### config.mk
export PLATFORM = sky130hd
export DESIGN_NAME = posit_encode_pipe
export DESIGN_NICKNAME = d
export VERILOG_FILES = /design/src/rtl/posit_pkg.sv /design/src/rtl/posit_round.sv /design/src/rtl/posit_encode_pipe.sv
export SDC_FILE = /design/constraint.sdc
export NUM_CORES = 1
export LEC_CHECK = 0
export ABC_AREA = 1
export CAP_MARGIN = 30
export CORE_ASPECT_RATIO = 0.9
export CORE_MARGIN = 5
export CORE_UTILIZATION = 30
export CTS_BUF_LIST = sky130_fd_sc_hd__clkbuf_8 sky130_fd_sc_hd__clkbuf_16
export CTS_CLUSTER_DIAMETER = 100
export DETAILED_ROUTE_END_ITERATION = 8
export PLACE_DENSITY = 0.51
export SLEW_MARGIN = 20
export SYNTH_ARGS = -nofsm -noshare
export SYNTH_HDL_FRONTEND = slang
export SYNTH_SLANG_ARGS = --single-unit
### constraint.sdc
create_clock -name clk -period 3.3 [get_ports clk]
set_clock_uncertainty 0.05 [all_clocks]
set_input_delay 0.66 -clock clk [delete_from_list [all_inputs] [get_ports clk]]
set_output_delay 0.66 -clock clk [all_outputs]
set_load 0.02 [all_outputs]
### src/rtl/posit_pkg.sv
// Shared posit types and constants for the multiplier/encoder path.
// Rounding mode is selected by POSIT_RNE_ROUND_EN (see posit_round).
package posit_pkg;

   localparam int POSIT_N  = 32;
   localparam int POSIT_ES = 2;
   localparam int POSIT_RS = $clog2(POSIT_N);
   localparam int POSIT_RW = POSIT_RS + 3;
   localparam int POSIT_WW = (POSIT_N - 1) + 2 * POSIT_N;

   function automatic logic [63:0] nar(input int n);
      return 64'd1 << (n - 1);
   endfunction

   function automatic logic [63:0] maxpos(input int n);
      return (64'd1 << (n - 1)) - 64'd1;
   endfunction

   function automatic logic [63:0] minpos(input int n);
      return (n > 1) ? 64'd1 : 64'd0;
   endfunction

   typedef struct packed {
      logic                         sign;
      logic signed [POSIT_RW-1:0]   sum_r;
      logic        [POSIT_RW-1:0]   r_len;
      logic        [POSIT_ES-1:0]   exp;
      logic        [2*POSIT_N-1:0]  mant;
      logic                         inf;
      logic                         zero;
   } posit_raw_t;

   typedef struct packed {
      logic                         sign;
      logic                         neg_k;
      logic                         sat;
      logic        [POSIT_WW-1:0]   body_ext;
      logic                         inf;
      logic                         zero;
   } posit_s1_t;

endpackage

### src/rtl/posit_round.sv
// Combinational rounding, saturation, special cases and negation of a stage-1 body.
// POSIT_RNE_ROUND_EN selects round-to-nearest-even; otherwise truncation.
module posit_round
   import posit_pkg::*;
#(
   parameter int N = POSIT_N
) (
   input  posit_s1_t        i_s1,
   output logic [N-1:0]     o_posit
);

   localparam int W = POSIT_WW;
   localparam logic [N-1:0] P_NAR  = N'(nar(N));
   localparam logic [N-1:0] P_MAXP = N'(maxpos(N));
   localparam logic [N-1:0] P_MINP = N'(minpos(N));

   logic [N-2:0] w_body;
   logic [N-2:0] w_body_fin;
   logic         w_guard;
   logic         w_sticky;
   logic [N-1:0] w_mag;

   function automatic logic [N-2:0] round_body(input logic [N-2:0] body,
                                               input logic guard,
                                               input logic sticky);
      logic [N-1:0] sum;
`ifdef POSIT_RNE_ROUND_EN
      sum = {1'b0, body} + N'(guard & (sticky | body[0]));
`else
      sum = {1'b0, body};
`endif
      // A carry out of the body would alias NaR; a nonzero value must not read as 0.
      if (sum[N-1]) return P_MAXP[N-2:0];
      if ((sum[N-2:0] == '0) && (guard || sticky)) return P_MINP[N-2:0];
      return sum[N-2:0];
   endfunction

   function automatic logic [N-2:0] sat_body(input logic neg_k);
      return neg_k ? P_MINP[N-2:0] : P_MAXP[N-2:0];
   endfunction

   assign w_body   = i_s1.body_ext[W-1 -: N-1];
   assign w_guard  = i_s1.body_ext[W-N];
   assign w_sticky = |i_s1.body_ext[W-N-1:0];

   always_comb begin
      w_body_fin = i_s1.sat ? sat_body(i_s1.neg_k) : round_body(w_body, w_guard, w_sticky);
      w_mag      = {1'b0, w_body_fin};
      o_posit    = w_mag;
      if (i_s1.inf)       o_posit = P_NAR;
      else if (i_s1.zero) o_posit = '0;
      else if (i_s1.sign) o_posit = -w_mag;
   end

endmodule

### src/rtl/posit_encode_pipe.sv
// Two-stage posit encoder: stage 1 builds the regime/exponent/fraction body,
// stage 2 registers the rounded posit. POSIT_RNE_ROUND_EN selects RNE rounding.
module posit_encode_pipe
   import posit_pkg::*;
#(
   parameter int N  = POSIT_N,
   parameter int ES = POSIT_ES,
   parameter int RS = POSIT_RS
) (
   input  logic                clk,
   input  logic                reset,
   input  logic                in_valid,
   output logic                in_ready,
   input  logic                in_sign,
   input  logic signed [RS+2:0] in_sum_r,
   input  logic        [RS+2:0] in_r_len,
   input  logic        [ES-1:0] in_exp,
   input  logic      [2*N-1:0] in_mant,
   input  logic                in_inf,
   input  logic                in_zero,
   output logic                out_valid,
   input  logic                out_ready,
   output logic        [N-1:0] out_posit
);

   localparam int RW = RS + 3;
   localparam int W  = (N - 1) + 2 * N;
   localparam int XW = W + N;

   posit_raw_t            w_raw;
   posit_s1_t             w_s1;
   posit_s1_t             r_s1_p1;
   logic                  r_vld_p1;
   logic                  r_vld_p2;
   logic [N-1:0]          r_posit_p2;
   logic [N-1:0]          w_posit;
   logic                  w_s2_en;
   logic                  w_in_ready;
   logic                  w_rbit;
   logic [ES+2*N-1:0]     w_tail;
   logic [XW-1:0]         w_shift;
   logic [XW-1:0]         w_fill;
   logic [XW-1:0]         w_ext;
   logic                  w_unused;

   assign w_raw = {in_sign, in_sum_r, in_r_len, in_exp, in_mant, in_inf, in_zero};

   // Only the regime sign and the fraction below the hidden bit shape the body.
   assign w_unused = ^{w_raw.sum_r[RW-2:0], w_raw.mant[2*N-1]};

   assign w_rbit  = ~w_raw.sum_r[RW-1];
   assign w_tail  = {~w_rbit, w_raw.exp, w_raw.mant[2*N-2:0]};
   assign w_shift = {w_tail, {(XW-ES-2*N){1'b0}}} >> w_raw.r_len;
   assign w_fill  = w_rbit ? ~({XW{1'b1}} >> w_raw.r_len) : '0;
   assign w_ext   = w_shift | w_fill;

   // Bits falling below the work vector are folded into its LSB so sticky stays exact.
   assign w_s1.sign     = w_raw.sign;
   assign w_s1.neg_k    = w_raw.sum_r[RW-1];
   assign w_s1.sat      = (w_raw.r_len >= RW'(N-1));
   assign w_s1.body_ext = {w_ext[XW-1 -: W-1], w_ext[XW-W] | (|w_ext[XW-W-1:0])};
   assign w_s1.inf      = w_raw.inf;
   assign w_s1.zero     = w_raw.zero;

   assign w_s2_en    = !r_vld_p2 || out_ready;
   assign w_in_ready = !r_vld_p1 || w_s2_en;

   // Stage 0 -> 1: capture the built body
   always_ff @(posedge clk) begin
      if (w_in_ready && in_valid) r_s1_p1 <= w_s1;
   end

   posit_round #(.N(N)) u_round (
      .i_s1    (r_s1_p1),
      .o_posit (w_posit)
   );

   // Stage 1 -> 2: rounded posit onto the result bus
   always_ff @(posedge clk or posedge reset) begin
      if (reset) begin
         r_vld_p1   <= 1'b0;
         r_vld_p2   <= 1'b0;
         r_posit_p2 <= '0;
      end else begin
         if (w_in_ready) r_vld_p1 <= in_valid;
         if (w_s2_en) begin
            r_vld_p2 <= r_vld_p1;
            if (r_vld_p1) r_posit_p2 <= w_posit;
         end
      end
   end

   assign in_ready  = w_in_ready;
   assign out_valid = r_vld_p2;
   assign out_posit = r_posit_p2;

endmodule
==> flow_summary.json <==
{
  "outcome": "finished clean",
  "cp.required_ns": 3.57,
  "p_total_w": 0.00641,
  "swShare_pct": 37.0,
  "drv_slew": 0,
  "drtIter0Drc": 1829,
  "cts.clk_slew.worst_paths_ns": 0.06,
  "cts_htree_levels": 4,
  "leakage_nw": 6.91,
  "fin_area_sq_um": 15800,
  "power.net_switching_w": 0.00237,
  "antenna_found_initial": 1,
  "fmax_ghz": 0.327,
  "ir_drop_uv": 283,
  "min_period_ns": 3.06,
  "grt_pass1_vias": 14400,
  "cts_setup_buffers": 0,
  "combPwrFrac_pct": 36.8,
  "fin_nets": 2237,
  "postSynthAreaPerCell_sq_um": 6.29,
  "insertedDiodeCount": 0,
  "clockBufferDepth": 2,
  "synth_cells": 1945,
  "setup_viol": 0,
  "ios": 123,
  "yosysWarnings": 0,
  "cts_tree": "done",
  "rows": 70,
  "synth_area_sq_um": 12200,
  "via_per_inst": 5.57,
  "die_area_sq_um": 44900,
  "num_vias": 15000,
  "end_kind": "flop",
  "rsz0062_at_grt": "yes",
  "drc": 0,
  "wirelength_um": 64400,
  "grt_start_max_net_pins": 101,
  "internal-power_w": 0.00403,
  "gp_congestion": 1.02,
  "timing.hold.ws_ns": 0.423,
  "startpoint_type": "flop",
  "core_area_sq_um": 40500,
  "first_pass_iters": 6,
  "hold_viol_final": 0,
  "tightest_slew_ns": 0.713,
  "max_slew_margin_pct": 52.0,
  "hpwlAfterDp_um": 53400,
  "clk_latency_ns": 0.45,
  "place_area_sq_um": 15100,
  "cp_max_fo": 4,
  "synth_fp_nets": 2035,
  "ys_seq_area_share_pct": 31.5,
  "yosys_register_bits": 134,
  "ctsHoldBuffers": 0,
  "hold_class": "flop to flop",
  "cts_buffers": 17,
  "cap_violations": 0,
  "p_seq_share_pct": 33.3,
  "drtAntennaViolNets": 0,
  "grt_pass1_wl_um": 94200,
  "area_growth_pct": 28.9,
  "die_w_um": 223,
  "grtUsageTotal_pct": 28.0,
  "drive_above_1_share_pct": 11.9,
  "post_drt_wl_per_cell_um": 23.9,
  "cts-root-buf": "clkbuf_16",
  "fp.dieH_um": 202,
  "power_density_nw_per_um2": 407,
  "numClockSinks": 134,
  "start_util_pct": 30.2,
  "arrival_ns": 3.33,
  "fin_setup_tns_ns": 0,
  "port_buffers": 114,
  "clkPwrFrac_pct": 29.9,
  "crit_type": "flop to flop",
  "nFillCells": 4451,
  "gr-total-overflow": 0,
  "period_share_pct": 92.8,
  "synthDistinctLibCells": 51
}
## metrics by stage
stage | utilization (%) | setup WS [ns] | std cells
after floorplan | - | 0.259 | 1945
after global placement | 37.4 | -0.0230 | 2669
after detailed placement | 37.4 | -0.0153 | 2669
after CTS | 38.8 | 0.0225 | 2701
after global routing | 39.0 | -0.0185 | 2700
final | 39.0 | 0.239 | 2700
## Yosys cell counts (all sizes together)
| master | instances | area share (%) |
|---|---|---|
| nand2 | 600 | 18 |
| nand3 | 536 | 22 |
| o21ai | 123 | 5.0 |
| inv | 114 | 3.5 |
| nor2 | 110 | 3.6 |
| edfxtp | 100 | 25 |
| buf | 78 | 3.3 |
| a21oi | 53 | 2.2 |
| clkbuf | 43 | 1.3 |
| dfrtp | 34 | 7.0 |
| nor4 | 24 | 1.2 |
| o211ai | 23 | 1.4 |
| o221ai | 21 | 1.5 |
| nor3 | 19 | 0.82 |
| nand4 | 12 | 0.67 |
| o2111ai | 9 | 0.64 |
| a31oi | 6 | 0.31 |
| o31ai | 6 | 0.41 |
| o311ai | 5 | 0.36 |
| clkinv | 4 | 0.12 |
| a221oi | 3 | 0.21 |
| a2111o | 2 | 0.18 |
| a221o | 2 | 0.16 |
| or2 | 2 | 0.12 |
| or3 | 2 | 0.10 |
| a211oi | 1 | 0.061 |
| a21boi | 1 | 0.061 |
| a311oi | 1 | 0.072 |
| a32o | 1 | 0.082 |
| a41oi | 1 | 0.072 |
| and2 | 1 | 0.051 |
| ha | 1 | 0.10 |
| mux2i | 1 | 0.082 |
| nand3b | 1 | 0.061 |
| o21a | 1 | 0.061 |
| o22ai | 1 | 0.051 |
| o41ai | 1 | 0.072 |
| or4 | 1 | 0.061 |
| xor2 | 1 | 0.072 |
## routing by layer
layer	wire (um)	GRT usage [%]	vias to the layer above
met4	2420	9.43	0
met1	29300	39.2	7160
met2	28200	43.5	608
li1	-	-	7179
met5	0	0	-
met3	4480	5.32	101
## area by class of cell
class / count / area, sq um / share of cell area (%)
repair buffers: 304 / 2780 / 17.6
inverters: 118 / 447 / 2.83
multi-input cells: 1572 / 7420 / 47.1
flip-flops and latches: 134 / 3850 / 24.4
clock inverters: 15 / 163 / 1.03
clock buffers: 17 / 425 / 2.70
well taps: 540 / 676 / 4.29
## cell usage in the layout, fill, tap and decap left out, types with 19 or more instances in the layout
master	netlist	routed
clkdlybuf4s50_1	0	108
a21oi_1	53	53
buf_4	8	171
nor4_1	24	20
dfrtp_1	34	34
inv_1	106	104
nand2_1	600	594
o21ai_0	108	104
o211ai_1	23	23
edfxtp_1	100	100
nand3_1	536	536
o221ai_1	21	21
nor2_1	105	104
buf_12	0	19
## power by group through the flow
stage	Clock, W	Combinational [W]	Sequential (W)
2_1_floorplan	0	0.00112	0.00222
3_3_place_gp	0	0.00232	0.00216
3_5_place_dp	0	0.00231	0.00216
4_1_cts	0.00196	0.00232	0.00213
5_1_grt	0.00205	0.00254	0.00215
6_report	0.00192	0.00236	0.00213
## logic make-up after synthesis
logic type / count (synthesis) / share of synthesized area, %
simple gates: 1308 / 47.0
buf+inv: 239 / 8.27
flops: 134 / 31.5
compound gates: 261 / 12.9
mux: 1 / 0.0819
fa+ha+maj: 1 / 0.102
xor+xnor: 1 / 0.0716
## path summary, 6_finish.rpt
| path | from | to | slack, ns | cells after the start |
|---|---|---|---|---|
| worst max-delay path | r_s1_p1[31]$_DFFE_PP_ | out_posit[22]$_DFFE_PP0P_ | 0.24 | 18 |
| worst min-delay path | out_posit[29]$_DFFE_PP0P_ | out_posit[29]$_DFFE_PP0P_ | 0.42 | 2 |
| worst max register to register | r_s1_p1[31]$_DFFE_PP_ | out_posit[22]$_DFFE_PP0P_ | 0.24 | 18 |
| worst min register to register | out_posit[29]$_DFFE_PP0P_ | out_posit[29]$_DFFE_PP0P_ | 0.42 | 2 |
| max in group asynchronous | reset | out_posit[22]$_DFFE_PP0P_ | 2.30 | 3 |
| min in group asynchronous | reset | r_vld_p1$_DFFE_PP0N_ | 0.58 | 3 |
## repair_timing
| action | 4_1_cts | 5_1_grt |
|---|---|---|
| endpoints found under the setup margin | 0 | 10 |
| endpoints found under the hold margin | 0 | 0 |
| resized for setup | 0 | 18 |
## sequential cells by signal (all words and copies together), names as in the netlist
register,cells
r_s1_p1,100
out_posit,32
out_valid,1
r_vld_p1,1
## critical path: stages (launching register included)
cell and delay [ns]:
edfxtp_1 0.41, nor4_1 0.25, buf_4 0.18, nand4_1 0.18
nor2_2 0.22, nand2_2 0.10, nand2_1 0.08, nand2_2 0.07
clkinv_1 0.07, ha_1 0.13, inv_1 0.07, nor3_2 0.21
nand4_2 0.16, nor2_4 0.24, nand2_2 0.11, o31ai_4 0.18
a21oi_1 0.08, o21ai_0 0.08, nand2_1 0.06
Power figures use the tool's default switching activity.
